[config.mk]
export PLATFORM = sky130hd
export DESIGN_NAME = udma_stream_sink_flat
export DESIGN_NICKNAME = d
export VERILOG_FILES = /design/src/rtl/udma_stream_sink_if.sv /design/src/rtl/udma_stream_sink.sv /design/src/flat_wrapper.sv
export SDC_FILE = /design/constraint.sdc
export NUM_CORES = 1
export LEC_CHECK = 0
export ABC_CLOCK_PERIOD_IN_PS = 7300
export BUFFER_PORTS_ARGS = -buffer_cell sky130_fd_sc_hd__buf_2
export CORE_AREA = 2 2 186 188
export DETAILED_ROUTE_END_ITERATION = 8
export DIE_AREA = 0 0 188 190
export PLACE_DENSITY = 0.45
export SETUP_SLACK_MARGIN = 0.5
export SLEW_MARGIN = 20
export SYNTH_ARGS = -nofsm -noshare
export SYNTH_HDL_FRONTEND = slang
export SYNTH_SLANG_ARGS = --single-unit
[constraint.sdc]
create_clock -name clk_i -period 7.3 [get_ports clk_i]
set_clock_uncertainty 0.05 [all_clocks]
set_input_delay 0.365 -clock clk_i [delete_from_list [all_inputs] [get_ports clk_i]]
set_output_delay 0.365 -clock clk_i [all_outputs]
set_load 0.02 [all_outputs]
[src/rtl/udma_stream_sink_if.sv]
// Stream bus carrying beats from a uDMA stream source to a stream sink.
// The master modport drives the beat; the slave modport returns ready.
interface udma_stream_sink_if #(
  parameter int DATA_WIDTH      = 32,
  parameter int STREAM_ID_WIDTH = 2
);
  logic [STREAM_ID_WIDTH-1:0] dest;
  logic [DATA_WIDTH-1:0]      data;
  logic [1:0]                 datasize;
  logic                       valid;
  logic                       sot;
  logic                       eot;
  logic                       ready;

  modport master (
    output dest, data, datasize, valid, sot, eot,
    input  ready
  );

  modport slave (
    input  dest, data, datasize, valid, sot, eot,
    output ready
  );
endinterface

[src/rtl/udma_stream_sink.sv]
// Stream sink: buffers beats addressed to INST_ID and writes them into an L2
// circular buffer over an RX-channel request/grant port, reporting each write.
module udma_stream_sink #(
  parameter int L2_AWIDTH_NOAL  = 16,
  parameter int DATA_WIDTH      = 32,
  parameter int STREAM_ID_WIDTH = 2,
  parameter int INST_ID         = 0,
  parameter int FIFO_DEPTH      = 4
) (
  input  logic                       clk_i,
  input  logic                       rst_i,
  input  logic                       cfg_en_i,
  input  logic                       cfg_clr_i,
  input  logic [L2_AWIDTH_NOAL-1:0]  cfg_start_addr_i,
  input  logic [L2_AWIDTH_NOAL-1:0]  cfg_size_i,
  udma_stream_sink_if.slave          in_stream,
  output logic                       rx_ch_req_o,
  output logic [L2_AWIDTH_NOAL-1:0]  rx_ch_addr_o,
  output logic [1:0]                 rx_ch_datasize_o,
  output logic [DATA_WIDTH-1:0]      rx_ch_data_o,
  input  logic                       rx_ch_gnt_i,
  output logic                       wr_evt_o,
  output logic [L2_AWIDTH_NOAL-1:0]  wr_evt_addr_o,
  output logic [STREAM_ID_WIDTH-1:0] wr_evt_dest_o,
  output logic [1:0]                 wr_evt_datasize_o,
  output logic                       done_o,
  output logic [L2_AWIDTH_NOAL-1:0]  bytes_o
);

  localparam int AW      = L2_AWIDTH_NOAL;
  localparam int PTR_W   = (FIFO_DEPTH > 1) ? $clog2(FIFO_DEPTH) : 1;
  localparam int CNT_W   = PTR_W + 1;
  localparam int ENTRY_W = DATA_WIDTH + 3;

  typedef enum logic [1:0] {
    ST_IDLE  = 2'd0,
    ST_RUN   = 2'd1,
    ST_DRAIN = 2'd2
  } state_e;

  state_e                     state_r;
  state_e                     state_next_s;
  logic [ENTRY_W-1:0]         fifo_mem_r [FIFO_DEPTH];
  logic [PTR_W-1:0]           wr_idx_r;
  logic [PTR_W-1:0]           rd_idx_r;
  logic [CNT_W-1:0]           count_r;
  logic [AW-1:0]              wr_ptr_r;
  logic [AW-1:0]              bytes_r;
  logic                       evt_r;
  logic [AW-1:0]              evt_addr_r;
  logic [1:0]                 evt_size_r;
  logic [STREAM_ID_WIDTH-1:0] evt_dest_r;
  logic                       done_r;

  logic                       fifo_empty_s;
  logic                       fifo_full_s;
  logic                       dest_match_s;
  logic                       ready_s;
  logic                       push_s;
  logic                       pop_s;
  logic                       req_s;
  logic                       done_set_s;
  logic                       load_ptr_s;
  logic [DATA_WIDTH-1:0]      head_data_s;
  logic [1:0]                 head_size_s;
  logic                       head_sot_s;
  logic [AW-1:0]              wr_addr_s;
  logic [AW-1:0]              inc_s;
  logic [AW-1:0]              next_addr_s;
  logic [AW-1:0]              buf_end_s;
  logic [AW-1:0]              wr_ptr_next_s;

  function automatic logic [AW-1:0] size_to_inc(input logic [1:0] size);
    case (size)
      2'b00:   return AW'(1);
      2'b01:   return AW'(2);
      default: return AW'(4);
    endcase
  endfunction

  assign fifo_empty_s = (count_r == {CNT_W{1'b0}});
  assign fifo_full_s  = (count_r == CNT_W'(FIFO_DEPTH));
  assign dest_match_s = (in_stream.dest == STREAM_ID_WIDTH'(INST_ID));
  assign {head_data_s, head_size_s, head_sot_s} = fifo_mem_r[rd_idx_r];

  assign req_s  = !fifo_empty_s && ((state_r == ST_RUN) || (state_r == ST_DRAIN));
  assign pop_s  = req_s && rx_ch_gnt_i;
  assign push_s = ready_s && in_stream.valid;

  // A sot beat restarts the buffer; writes never split across the wrap point.
  assign wr_addr_s     = head_sot_s ? cfg_start_addr_i : wr_ptr_r;
  assign inc_s         = size_to_inc(head_size_s);
  assign next_addr_s   = wr_addr_s + inc_s;
  assign buf_end_s     = cfg_start_addr_i + cfg_size_i;
  assign wr_ptr_next_s = (next_addr_s >= buf_end_s) ? cfg_start_addr_i : next_addr_s;

  assign in_stream.ready   = ready_s;
  assign rx_ch_req_o       = req_s;
  assign rx_ch_addr_o      = req_s ? wr_addr_s   : {AW{1'b0}};
  assign rx_ch_datasize_o  = req_s ? head_size_s : 2'b00;
  assign rx_ch_data_o      = req_s ? head_data_s : {DATA_WIDTH{1'b0}};
  assign wr_evt_o          = evt_r;
  assign wr_evt_addr_o     = evt_addr_r;
  assign wr_evt_dest_o     = evt_dest_r;
  assign wr_evt_datasize_o = evt_size_r;
  assign done_o            = done_r;
  assign bytes_o           = bytes_r;

  // Next-state and per-state strobes of the transfer FSM.
  always_comb begin
    state_next_s = state_r;
    ready_s      = 1'b0;
    done_set_s   = 1'b0;
    load_ptr_s   = 1'b0;
    case (state_r)
      ST_IDLE: begin
        if (cfg_en_i) begin
          state_next_s = ST_RUN;
          load_ptr_s   = 1'b1;
        end else begin
          state_next_s = ST_IDLE;
        end
      end
      ST_RUN: begin
        ready_s = dest_match_s && !fifo_full_s;
        if ((ready_s && in_stream.valid && in_stream.eot) || !cfg_en_i) begin
          state_next_s = ST_DRAIN;
        end else begin
          state_next_s = ST_RUN;
        end
      end
      ST_DRAIN: begin
        if (fifo_empty_s || ((count_r == CNT_W'(1)) && pop_s)) begin
          state_next_s = ST_IDLE;
          done_set_s   = 1'b1;
        end else begin
          state_next_s = ST_DRAIN;
        end
      end
      default: begin
        state_next_s = ST_IDLE;
      end
    endcase
  end

  // FSM state register.
  always_ff @(posedge clk_i) begin
    if (rst_i || cfg_clr_i) begin
      state_r <= ST_IDLE;
    end else begin
      state_r <= state_next_s;
    end
  end

  // FIFO read/write indices and occupancy.
  always_ff @(posedge clk_i) begin
    if (rst_i || cfg_clr_i) begin
      wr_idx_r <= {PTR_W{1'b0}};
      rd_idx_r <= {PTR_W{1'b0}};
      count_r  <= {CNT_W{1'b0}};
    end else begin
      if (push_s) begin
        wr_idx_r <= wr_idx_r + PTR_W'(1);
      end
      if (pop_s) begin
        rd_idx_r <= rd_idx_r + PTR_W'(1);
      end
      case ({push_s, pop_s})
        2'b10:   count_r <= count_r + CNT_W'(1);
        2'b01:   count_r <= count_r - CNT_W'(1);
        default: count_r <= count_r;
      endcase
    end
  end

  // FIFO storage; contents are only meaningful below count_r.
  always_ff @(posedge clk_i) begin
    if (push_s) begin
      fifo_mem_r[wr_idx_r] <= {in_stream.data, in_stream.datasize, in_stream.sot};
    end
  end

  // Circular write pointer and byte counter.
  always_ff @(posedge clk_i) begin
    if (rst_i) begin
      wr_ptr_r <= {AW{1'b0}};
      bytes_r  <= {AW{1'b0}};
    end else if (cfg_clr_i || load_ptr_s) begin
      wr_ptr_r <= cfg_start_addr_i;
      bytes_r  <= {AW{1'b0}};
    end else if (pop_s) begin
      wr_ptr_r <= wr_ptr_next_s;
      bytes_r  <= bytes_r + inc_s;
    end
  end

  // Write-event and done pulses, plus the held descriptor of the last write.
  always_ff @(posedge clk_i) begin
    if (rst_i) begin
      evt_r      <= 1'b0;
      evt_addr_r <= {AW{1'b0}};
      evt_size_r <= 2'b00;
      evt_dest_r <= {STREAM_ID_WIDTH{1'b0}};
      done_r     <= 1'b0;
    end else if (cfg_clr_i) begin
      evt_r  <= 1'b0;
      done_r <= 1'b0;
    end else begin
      evt_r  <= pop_s;
      done_r <= done_set_s;
      if (pop_s) begin
        evt_addr_r <= wr_addr_s;
        evt_size_r <= head_size_s;
        evt_dest_r <= STREAM_ID_WIDTH'(INST_ID);
      end
    end
  end

endmodule

[src/flat_wrapper.sv]
// flat-port wrapper written by rule: the top's interface ports become plain ports
module udma_stream_sink_flat 
#(
  parameter int L2_AWIDTH_NOAL  = 16,
  parameter int DATA_WIDTH      = 32,
  parameter int STREAM_ID_WIDTH = 2,
  parameter int INST_ID         = 0,
  parameter int FIFO_DEPTH      = 4
)
  (clk_i, rst_i, cfg_en_i, cfg_clr_i, cfg_start_addr_i, cfg_size_i, rx_ch_req_o, rx_ch_addr_o, rx_ch_datasize_o, rx_ch_data_o, rx_ch_gnt_i, wr_evt_o, wr_evt_addr_o, wr_evt_dest_o, wr_evt_datasize_o, done_o, bytes_o, in_stream_dest, in_stream_data, in_stream_datasize, in_stream_valid, in_stream_sot, in_stream_eot, in_stream_ready);
  udma_stream_sink_if #(.DATA_WIDTH(DATA_WIDTH), .STREAM_ID_WIDTH(STREAM_ID_WIDTH)) in_stream_i ();
  input  logic clk_i;
  input  logic rst_i;
  input  logic cfg_en_i;
  input  logic cfg_clr_i;
  input  logic [L2_AWIDTH_NOAL-1:0] cfg_start_addr_i;
  input  logic [L2_AWIDTH_NOAL-1:0] cfg_size_i;
  output logic rx_ch_req_o;
  output logic [L2_AWIDTH_NOAL-1:0] rx_ch_addr_o;
  output logic [1:0] rx_ch_datasize_o;
  output logic [DATA_WIDTH-1:0] rx_ch_data_o;
  input  logic rx_ch_gnt_i;
  output logic wr_evt_o;
  output logic [L2_AWIDTH_NOAL-1:0] wr_evt_addr_o;
  output logic [STREAM_ID_WIDTH-1:0] wr_evt_dest_o;
  output logic [1:0] wr_evt_datasize_o;
  output logic done_o;
  output logic [L2_AWIDTH_NOAL-1:0] bytes_o;
  input wire logic [$bits(in_stream_i.dest)-1:0] in_stream_dest;
  input wire logic [$bits(in_stream_i.data)-1:0] in_stream_data;
  input wire logic [$bits(in_stream_i.datasize)-1:0] in_stream_datasize;
  input wire logic [$bits(in_stream_i.valid)-1:0] in_stream_valid;
  input wire logic [$bits(in_stream_i.sot)-1:0] in_stream_sot;
  input wire logic [$bits(in_stream_i.eot)-1:0] in_stream_eot;
  output wire logic [$bits(in_stream_i.ready)-1:0] in_stream_ready;
  assign in_stream_i.dest = in_stream_dest;
  assign in_stream_i.data = in_stream_data;
  assign in_stream_i.datasize = in_stream_datasize;
  assign in_stream_i.valid = in_stream_valid;
  assign in_stream_i.sot = in_stream_sot;
  assign in_stream_i.eot = in_stream_eot;
  assign in_stream_ready = in_stream_i.ready;
  udma_stream_sink #(.L2_AWIDTH_NOAL(L2_AWIDTH_NOAL), .DATA_WIDTH(DATA_WIDTH), .STREAM_ID_WIDTH(STREAM_ID_WIDTH), .INST_ID(INST_ID), .FIFO_DEPTH(FIFO_DEPTH)) u_core (.clk_i(clk_i), .rst_i(rst_i), .cfg_en_i(cfg_en_i), .cfg_clr_i(cfg_clr_i), .cfg_start_addr_i(cfg_start_addr_i), .cfg_size_i(cfg_size_i), .in_stream(in_stream_i), .rx_ch_req_o(rx_ch_req_o), .rx_ch_addr_o(rx_ch_addr_o), .rx_ch_datasize_o(rx_ch_datasize_o), .rx_ch_data_o(rx_ch_data_o), .rx_ch_gnt_i(rx_ch_gnt_i), .wr_evt_o(wr_evt_o), .wr_evt_addr_o(wr_evt_addr_o), .wr_evt_dest_o(wr_evt_dest_o), .wr_evt_datasize_o(wr_evt_datasize_o), .done_o(done_o), .bytes_o(bytes_o));
endmodule
# Word-level counts from Yosys, hierarchy flattened
# Memories as Yosys holds them, arrays and structs flattened. A register that Yosys moved wholly into a read port is not among the register bits.
# Cells that the tools add are included.
# W data, S select, Z words.
# totals
inputBits	76
out_inout_bits	90
reg_bits	61
mem_bits_rw	140
memories	1
# memory_table
memory	words	word_bits	rd	rd_ports_with_merged_regs	write_ports	line	source
u_core.fifo_mem_r	4	35	1	1	1	udma_stream_sink.sv:43	logic [ENTRY_W-1:0] fifo_mem_r [FIFO_DEPTH];
# op_classes
n_reduce_logical	25
bitwise	2
n_eq_ne	7
n_lt_le_gt_ge	1
muxes	21
add_sub_neg	7
# op_table
cell	n
$mux W16	5
$add A16 B3 Y16	2
$mux W32	1
$add A16 B16 Y16	1
$ge A16 B16 Y1	1
$pmux W3 S2	2
$mux W2	5
$logic_and A1 B1 Y1	7
$mux W1	7
$eq A2 B1 Y1 const B	3
$logic_not A2 Y1	3
$pmux W2 S3	1
$logic_or A1 B1 Y1	5
$add A2 B1 Y2 const B	2
$eq A2 B2 Y1 const B	2
$reduce_bool A2 Y1	2
$reduce_or A2 Y1	2
$add A3 B1 Y3 const B	1
$eq A3 B1 Y1 const B	1
$eq A3 B3 Y1 const B	1
$logic_not A1 Y1	3
$logic_not A3 Y1	1
$reduce_or A3 Y1	1
$sub A3 B1 Y3 const B	1
other kinds (2)	3

# Longest topological paths before layout
# Gate-level depths: netlist of the first run.
# depth
depth_word	8
ltp_mapped	24
depth_no_buf	18

# Worst setup path before layout of the first run
# Ideal clock, no wire load.
# synth_timing
kind	reg2reg
start	reg with a tool-made name
end	reg u_core.wr_ptr_r[8]
setup_slack_ns	2.095
stages_incl_launch_ff	24
setup_ns	0.095
t_required_ns	7.155
synth_period_minus_slack_ns	5.205
arrival_time_ns	5.060
path_cell_list	dfxtp_1 buf_6 mux4_2 buf_6 buf_2 clkbuf_1 mux2i_1 inv_1 ha_1 ha_1 a21oi_1 or3_1 buf_4 nor4_2 xnor2_1 ha_1 o21ai_0 o21ai_0 o31ai_1 a21oi_1 clkbuf_1 clkbuf_1 o221ai_1 a221oi_1
# synth_rtl
element	line	source
end signal, assigned	udma_stream_sink.sv:186	wr_ptr_r <= {AW{1'b0}};
end signal, assigned	udma_stream_sink.sv:189	wr_ptr_r <= cfg_start_addr_i;
end signal, assigned	udma_stream_sink.sv:192	wr_ptr_r <= wr_ptr_next_s;
end, declared	udma_stream_sink.sv:47	logic [AW-1:0] wr_ptr_r;

==> flow_summary.ini, run 1 <==
[placed_design]
port-buffer-count = 163
placed_cell_area_um2 = 11300
dp_hpwl_mm = 17.5
place_inst = 1384
routabilityCongestion = 0.784

[global_route]
grt_max_degree = 52
globalRouteTotalUtil_pct = 14.5
grt_antenna_before_repair = 2
grt_pass1_wl_mm = 40.1
grt-ovfl-total = 0
grt_pass1_vias = 6946

[worst_setup_path]
arrival_ns = 5.99
crit_type = register to register
worstPathRequired_ns = 7.69
crit_fanout = 30
cp-start-kind = register
end_kind = register

[routing]
drt_wl_total_mm = 26.2
drt-wirelength-per-cell_um = 17.8
ant_nets = 0
vias_per_cell = 4.63
dr.first_iter.drc_count = 242
drc = 0
drt_pass1_iterations = 4
via_count = 6809

[synth]
muxShareOfSynthArea_pct = 10.8
ys_types = 69
yosys.area_share.simple_pct = 12.0
synth_compound_area_share_pct = 9.42
yosys_most_used_dff = edfxtp_1
async_flop_share_pct = 0
syn_avg_cell_area_um2 = 12.5
yosysWarnings = 0
syn_area_um2 = 9970
yosysSeqAreaShare_pct = 54.8
synth_fa_ha_area_share_pct = 6.22
synth_top_family_by_area = simple AND/OR/NAND/NOR gates
synth_edf_count = 140
synth_xor_area_share_pct = 4.13
synthesis.instances = 797
synth.ff_latch_count = 203

[clock_tree]
clk_path_buf_depth = 3
clock-sinks = 203
post_cts_buffers = 0
clkTransAtPathRegs_ns = 0.06
cts_buffers = 26
cts_root_buf = clkbuf_16
clk_latency_ns = 0.54
cts_tree = built
htree_levels = 1

[die]
dieWidth_um = 188
core-area_um2 = 33900
num_rows = 68
num_io_pins = 166
die_area_um2 = 35700
initial_utilization_pct = 29.4
die_y_um = 190

[power_and_ir_drop]
p_seq_share_pct = 45.0
power.switching_uw = 691
cellLeakagePower_uw = 0.00467
ir_drop_uv = 202
switching_share_pct = 24.8
clock_power_share_pct = 44.3
internal_power_uw = 2100
fin_total_pwr_uw = 2790
pwr-share-comb_pct = 10.6
power.density_nw_per_um2 = 224

[sta]
rsz0062_at_grt = no
finalHoldViolCount = 0
fin_crit_sh_pct = 76.8
worst_pin_slew_ns = 1.07
report.final.slew_viol_count = 0
fin_tns_setup_ns = 0
maxSlewHeadroom_pct = 28.9
setup_viol = 0
whs_ns = 0.123
min_period_ns = 5.61
maxClockFrequency_mhz = 178

[hold_path]
hp-start = cfg_en_i
hold_path.class = primary input to register

[layout]
drive_gt1_share_pct = 26.6
seq_area_um2 = 5470
multi_input_area_um2 = 4270
final_cell_mix = buf_2 (163), edfxtp_1 (140), nor2_1 (95), dfxtp_1 (61), ha_1 (48)
final_nets = 1118
instances_no_fill = 1470
fill_cells = 3363
mostFrequentLayoutCell = buf_2
synthToLayoutAreaGrowth_pct = 25.1
postLayoutCellArea_um2 = 12500

[job]
maxCapViolCount = 0

[outcome]
status = finished, final reports clean
## final cells by class
cell class,instances,area share [%]
antenna,2,0.0401
multi-input combinational,533,34.2
timing repair buffer,206,9.93
clock inverter,12,0.973
inverter,23,0.692
sequential,203,43.8
tap,455,4.56
clock buffer,36,5.76
## timing repair
item	CTS	global route
gates resized for setup	0	0
endpoints found under the hold margin	139	0
hold buffers	35	0
setup endpoints to repair	0	0
## metrics by stage
stage          setup slack [ns]  utilization [%]
3_5_place_dp               1.66             33.2
3_3_place_gp               1.74             33.2
5_1_grt                    1.30             36.8
4_1_cts                    1.66             36.7
6_report                   1.69             36.8
2_1_floorplan              2.09                -
## cell families after synthesis
logic type	Yosys count
buf+inv	62
flops	203
fa+ha+maj	49
mux	63
other cells	1
compound gates	130
simple gates	242
xor+xnor	47
## Yosys cell counts (11+ instances only)
cell	n	share of area (%)
xnor2_1	25	2.2
xor2_1	22	1.9
a21oi_1	22	1.1
clkbuf_1	27	1.0
nand3_1	11	0.55
a211oi_1	33	2.5
nor2b_1	37	2.3
ha_1	48	6.0
mux2i_1	24	2.4
inv_1	22	0.83
nand2_1	35	1.3
nor3_1	12	0.60
mux4_2	35	7.9
dfxtp_1	63	13
nor2_1	96	3.6
o21ai_0	20	1.0
edfxtp_1	140	42
## final timing paths
kind	to	depth (start not counted)	slack [ns]
max	u_core.wr_ptr_r[2]	17	1.69
min	u_core.state_r[0]	3	0.12
min reg2reg	u_core.bytes_o[0]	2	0.43
max reg2reg	u_core.wr_ptr_r[2]	17	1.69
## layer usage
metal	up-vias	track usage (%)	wire length [um]
li1	3368	-	-
met4	0	3.30	515
met1	3238	17.3	11000
met2	169	26.4	13200
met5	-	0	0
met3	34	3.36	1490
## critical path, stage by stage (launching register included)
cell,delay (ns)
dfxtp_2,0.38
mux4_2,0.85
mux2i_1,0.40
inv_1,0.08
ha_1,0.25
ha_1,0.24
a211oi_2,0.30
or3_1,0.34
nor2_1,0.14
xnor2_1,0.18
ha_1,0.32
and3_1,0.19
o2111ai_1,0.13
a2bb2oi_1,0.17
a21oi_2,0.62
buf_4,0.35
mux2_2,0.35
o21a_1,0.16
## sequential cells by signal, summed over array words and instances, names as in the netlist, named ones only
name / count
u_core.wr_idx_r: 2
u_core.bytes_o: 16
u_core.count_r: 3
u_core.wr_ptr_r: 16
u_core.fifo_mem_r: 140
u_core.wr_evt_addr_o: 16
u_core.wr_evt_o: 1
u_core.wr_evt_datasize_o: 2
u_core.rd_idx_r: 2
u_core.done_o: 1
u_core.state_r: 2
## power groups by stage
| stage | clock network, uW | registers (uW) | logic [uW] |
|---|---|---|---|
| 2_1_floorplan | 0 | 1280 | 189 |
| 3_3_place_gp | 0 | 1280 | 280 |
| 3_5_place_dp | 0 | 1280 | 282 |
| 4_1_cts | 1280 | 1260 | 299 |
| 5_1_grt | 1310 | 1260 | 332 |
| 6_report | 1240 | 1260 | 296 |
No activity file was read; power rests on OpenSTA's default activity.
==> run 2, diff against run 1 <==
- ABC_CLOCK_PERIOD_IN_PS: 7300 -> 5700
- clock period: 7.3 -> 5.7 ns (I/O delays scaled with it)
==> flow_summary.ini, run 2 (same netlist as run 1, synthesis figures left out) <==
[sta]
fin_tns_setup_ns = 0
maxSlewHeadroom_pct = 30.8
whs_ns = 0.0443
maxClockFrequency_mhz = 205
setup_viol = 0
fin_crit_sh_pct = 85.4
worst_pin_slew_ns = 1.04
setup_slack_ns = 0.830
min_period_ns = 4.87
rsz0062_at_grt = no
report.final.slew_viol_count = 0
finalHoldViolCount = 0

[routing]
drt_pass1_iterations = 6
via_count = 6906
vias_per_cell = 4.70
dr.first_iter.drc_count = 278
drt-wirelength-per-cell_um = 17.7
drc = 0
ant_nets = 0
drt_wl_total_mm = 26.0

[hold_path]
hold_path.class = primary input to register
holdPathStages = 2
hold_end = u_core.wr_evt_o
hp-start = cfg_clr_i

[global_route]
grt_pass1_wl_mm = 40.3
grt_max_degree = 52
grt_pass1_vias = 7080
globalRouteTotalUtil_pct = 14.5
grt-ovfl-total = 0
grt_antenna_before_repair = 1

[die]
die_area_um2 = 35700
num_io_pins = 166
num_rows = 68
dieWidth_um = 188
die_y_um = 190
initial_utilization_pct = 29.4
core-area_um2 = 33900

[worst_setup_path]
reg2reg_depth = 18
worstPathRequired_ns = 6.03
end_kind = register
arrival_ns = 5.20
cp-start-kind = register
crit_fanout = 11
crit_type = register to register
r2r_end = u_core.wr_ptr_r[6]
rrSetupSlack_ns = 0.83

[layout]
final_nets = 1122
final_cell_mix = buf_2 (163), edfxtp_1 (140), nor2_1 (95), dfxtp_1 (61), ha_1 (48)
postLayoutCellArea_um2 = 12400
fill_cells = 3390
diodes = 0
mostFrequentLayoutCell = buf_2
multi_input_area_um2 = 4290
largest_reg_flops = 140
synthToLayoutAreaGrowth_pct = 24.5
top_register = u_core.fifo_mem_r
drive_gt1_share_pct = 26.7
seq_area_um2 = 5470

[clock_tree]
htree_levels = 1
clock-sinks = 203
cts_buffers = 25
cts_tree = built
clk_latency_ns = 0.53
clkTransAtPathRegs_ns = 0.06
clk_path_buf_depth = 3
cts_root_buf = clkbuf_16

[placed_design]
dp_slack_ns = 0.394
port-buffer-count = 163
routabilityCongestion = 0.761
dp_hpwl_mm = 17.9
placed_cell_area_um2 = 11300

[power_and_ir_drop]
cellLeakagePower_uw = 0.00467
power.density_nw_per_um2 = 277
fin_total_pwr_uw = 3430
ir_drop_uv = 224

[job]
maxCapViolCount = 0

[outcome]
status = finished, final reports clean
-- run 2: critical path, stage by stage, from the launching register on --
cell       delay, ns
dfxtp_4         0.37
mux4_2          0.55
mux2i_1         0.30
inv_1           0.08
ha_1            0.24
ha_1            0.24
a211oi_2        0.31
or3_4           0.25
nor2_1          0.09
xnor2_1         0.17
ha_1            0.32
a21o_1          0.18
a221o_1         0.34
a2bb2oi_1       0.21
a21oi_2         0.09
buf_4           0.18
or4_1           0.47
a31oi_1         0.22
a2111oi_2       0.07
-- run 2: repair_timing --
item                                    in CTS  in global routing
hold endpoints to repair                   140                  0
gates resized for setup                      1                  3
hold buffers                                35                  0
pin swaps                                    0                  2
endpoints found under the setup margin       5                  9
buffers inserted                             1                  2
-- run 2: per-stage QoR --
stage | std cells | utilization, %
after floorplan | 798 | -
after global placement | 1387 | 33.2
after detailed placement | 1387 | 33.2
after CTS | 1468 | 36.5
after global routing | 1470 | 36.6
final | 1470 | 36.6
-- run 2: cell type report --
type,instances,share of cell area [%]
timing repair buffer,211,10.2
clock buffer,34,5.39
clock inverter,11,0.584
sequential,203,44.1
inverter,23,0.695
multi-input combinational,533,34.5
tap,455,4.58
-- run 2: how the worst max path moves through the flow --
stage / start / slack (ns) / to
floorplan: register / 0.56 / u_core.wr_ptr_r[15]
global placement: register / 0.46 / u_core.wr_ptr_r[6]
detailed placement: register / 0.39 / u_core.wr_ptr_r[6]
CTS: register / 0.50 / u_core.wr_ptr_r[6]
global route: register / 0.55 / u_core.wr_ptr_r[6]
finish: register / 0.83 / u_core.wr_ptr_r[6]
-- run 2: where the power goes --
| part | internal [uW] | switching (uW) |
|---|---|---|
| sequential | 1590 | 16.1 |
| clock | 826 | 617 |
| combinational | 167 | 214 |
-- run 2: layer usage --
layer	part of all wire [%]	up-vias	global-route usage, %
li1	-	3377	-
met1	41	3314	17.1
met3	5.9	40	3.36
met2	50	173	26.4
met4	2.5	2	3.97
met5	0.046	-	0
==> run 3, diff against run 2 <==
- ABC_CLOCK_PERIOD_IN_PS: 5700 -> 4400
- PLACE_DENSITY: 0.45 -> 0.47
- clock period: 5.7 -> 4.4 ns (I/O delays scaled with it)
==> flow_summary.ini, run 3 (same netlist as run 1, synthesis figures left out) <==
[clock_tree]
cts_buffers = 25
clk_path_buf_depth = 3
clock-sinks = 203
htree_levels = 1
cts_tree = built
cts_root_buf = clkbuf_16
clk_latency_ns = 0.53
clkTransAtPathRegs_ns = 0.06

[placed_design]
dp_hpwl_mm = 17.9
placed_cell_area_um2 = 11700
routabilityCongestion = 0.774
port-buffer-count = 163

[layout]
final_cell_mix = buf_2 (163), edfxtp_1 (140), nor2_1 (91), buf_4 (64), dfxtp_1 (61)
drive_gt1_share_pct = 33.8
largest_reg_flops = 140
fill_cells = 3313
synthToLayoutAreaGrowth_pct = 32.0
mostFrequentLayoutCell = buf_2
utilization_pct = 38.8
postLayoutCellArea_um2 = 13200
final_nets = 1185
top_register = u_core.fifo_mem_r
diodes = 0

[worst_setup_path]
cp-endpoint = u_core.wr_ptr_r[6]
end_kind = register
arrival_ns = 4.67
reg2reg_depth = 17
crit_type = register to register
crit_fanout = 6
rrSetupSlack_ns = 0.05
cp-start-kind = register
worstPathRequired_ns = 4.72
r2r_end = u_core.wr_ptr_r[6]

[routing]
via_count = 7148
vias_per_cell = 4.68
drt_pass1_iterations = 4
dr.first_iter.drc_count = 283
drc = 0
drt-wirelength-per-cell_um = 17.3
ant_nets = 0
drt_wl_total_mm = 26.4

[outcome]
status = finished, final reports clean

[global_route]
globalRouteTotalUtil_pct = 14.7
grt_pass1_vias = 7417
grt_pass1_wl_mm = 41.3
grt-ovfl-total = 0
grt_max_degree = 52
grt_antenna_before_repair = 0

[die]
die_y_um = 190
num_rows = 68
dieWidth_um = 188
core-area_um2 = 33900
initial_utilization_pct = 29.4
die_area_um2 = 35700
num_io_pins = 166

[sta]
report.final.slew_viol_count = 0
rsz0062_at_grt = yes
maxSlewHeadroom_pct = 31.2
min_period_ns = 4.35
fin_crit_sh_pct = 98.9
setup_viol = 0
maxClockFrequency_mhz = 230
finalHoldViolCount = 0
worst_pin_slew_ns = 1.03

[hold_path]
hold_path.class = primary input to register

[job]
maxCapViolCount = 0

[power_and_ir_drop]
power.density_nw_per_um2 = 352
cellLeakagePower_uw = 0.00504
ir_drop_uv = 305
fin_total_pwr_uw = 4640
==> run 3: how the worst min path moves through the flow <==
stage	start	end	cells after the start
3_5_place_dp	in_stream_data[26]	u_core.fifo_mem_r[0][29]	1
4_1_cts	in_stream_valid	u_core.state_r[0]	4
6_report	in_stream_valid	u_core.state_r[0]	4
3_3_place_gp	in_stream_data[25]	u_core.fifo_mem_r[3][28]	1
5_1_grt	cfg_clr_i	u_core.wr_evt_o	2
2_1_floorplan	cfg_clr_i	u_core.wr_evt_o	1
==> run 3: metal layers <==
| layer | wire length, um | track usage (%) | vias up |
|---|---|---|---|
| li1 | - | - | 3497 |
| met1 | 11300 | 18.0 | 3473 |
| met2 | 13300 | 26.6 | 147 |
| met3 | 1370 | 3.19 | 31 |
| met4 | 441 | 3.00 | 0 |
| met5 | 0 | 0 | - |
==> run 3: cell type report <==
type / count / area (um2) / share of cell area [%]
clock buffers: 30 / 654 / 4.97
clock inverters: 9 / 83.8 / 0.637
inverters: 23 / 86.3 / 0.656
multi-input cells: 533 / 4500 / 34.2
flip-flops and latches: 203 / 5470 / 41.5
well taps: 455 / 569 / 4.32
repair buffers: 274 / 1800 / 13.7
==> run 3: power breakdown <==
group	internal (uW)	switching, uW
sequential	2070	21.9
combinational	336	334
clock	1110	775
==> run 3: repair_timing <==
| item | CTS | global route |
|---|---|---|
| buffers inserted | 17 | 1 |
| pin swaps | 10 | 3 |
| hold endpoints to repair | 141 | 0 |
| setup endpoints to repair | 16 | 16 |
| hold buffers | 36 | 0 |
| resized for setup | 28 | 12 |
==> run 3: critical path, stage by stage, from the launching register on <==
cell and delay (ns):
dfxtp_4 0.37, mux4_2 0.54, mux2_4 0.35, xnor2_4 0.17, ha_4 0.18, a211oi_4 0.04, or3_1 0.38, buf_6 0.16
nor2_4 0.12, xnor2_2 0.13, ha_1 0.26, a21o_1 0.16, a21o_1 0.20, o31ai_2 0.27, a21oi_2 0.07, or4_1 0.48
a31oi_1 0.21, a2111oi_2 0.05
==> run 3: through the flow <==
stage	hold WS, ns	std cells	worst slack, ns	TNS [ns]
6_report	0.0226	1527	0.0498	0
5_1_grt	0.0220	1527	-0.190	-1.07
4_1_cts	0.000439	1526	0.0449	0
3_5_place_dp	0.387	1434	-0.0598	-0.0966
3_3_place_gp	0.389	1434	-0.00499	-0.00499
2_1_floorplan	0.249	798	-0.150	-1.19
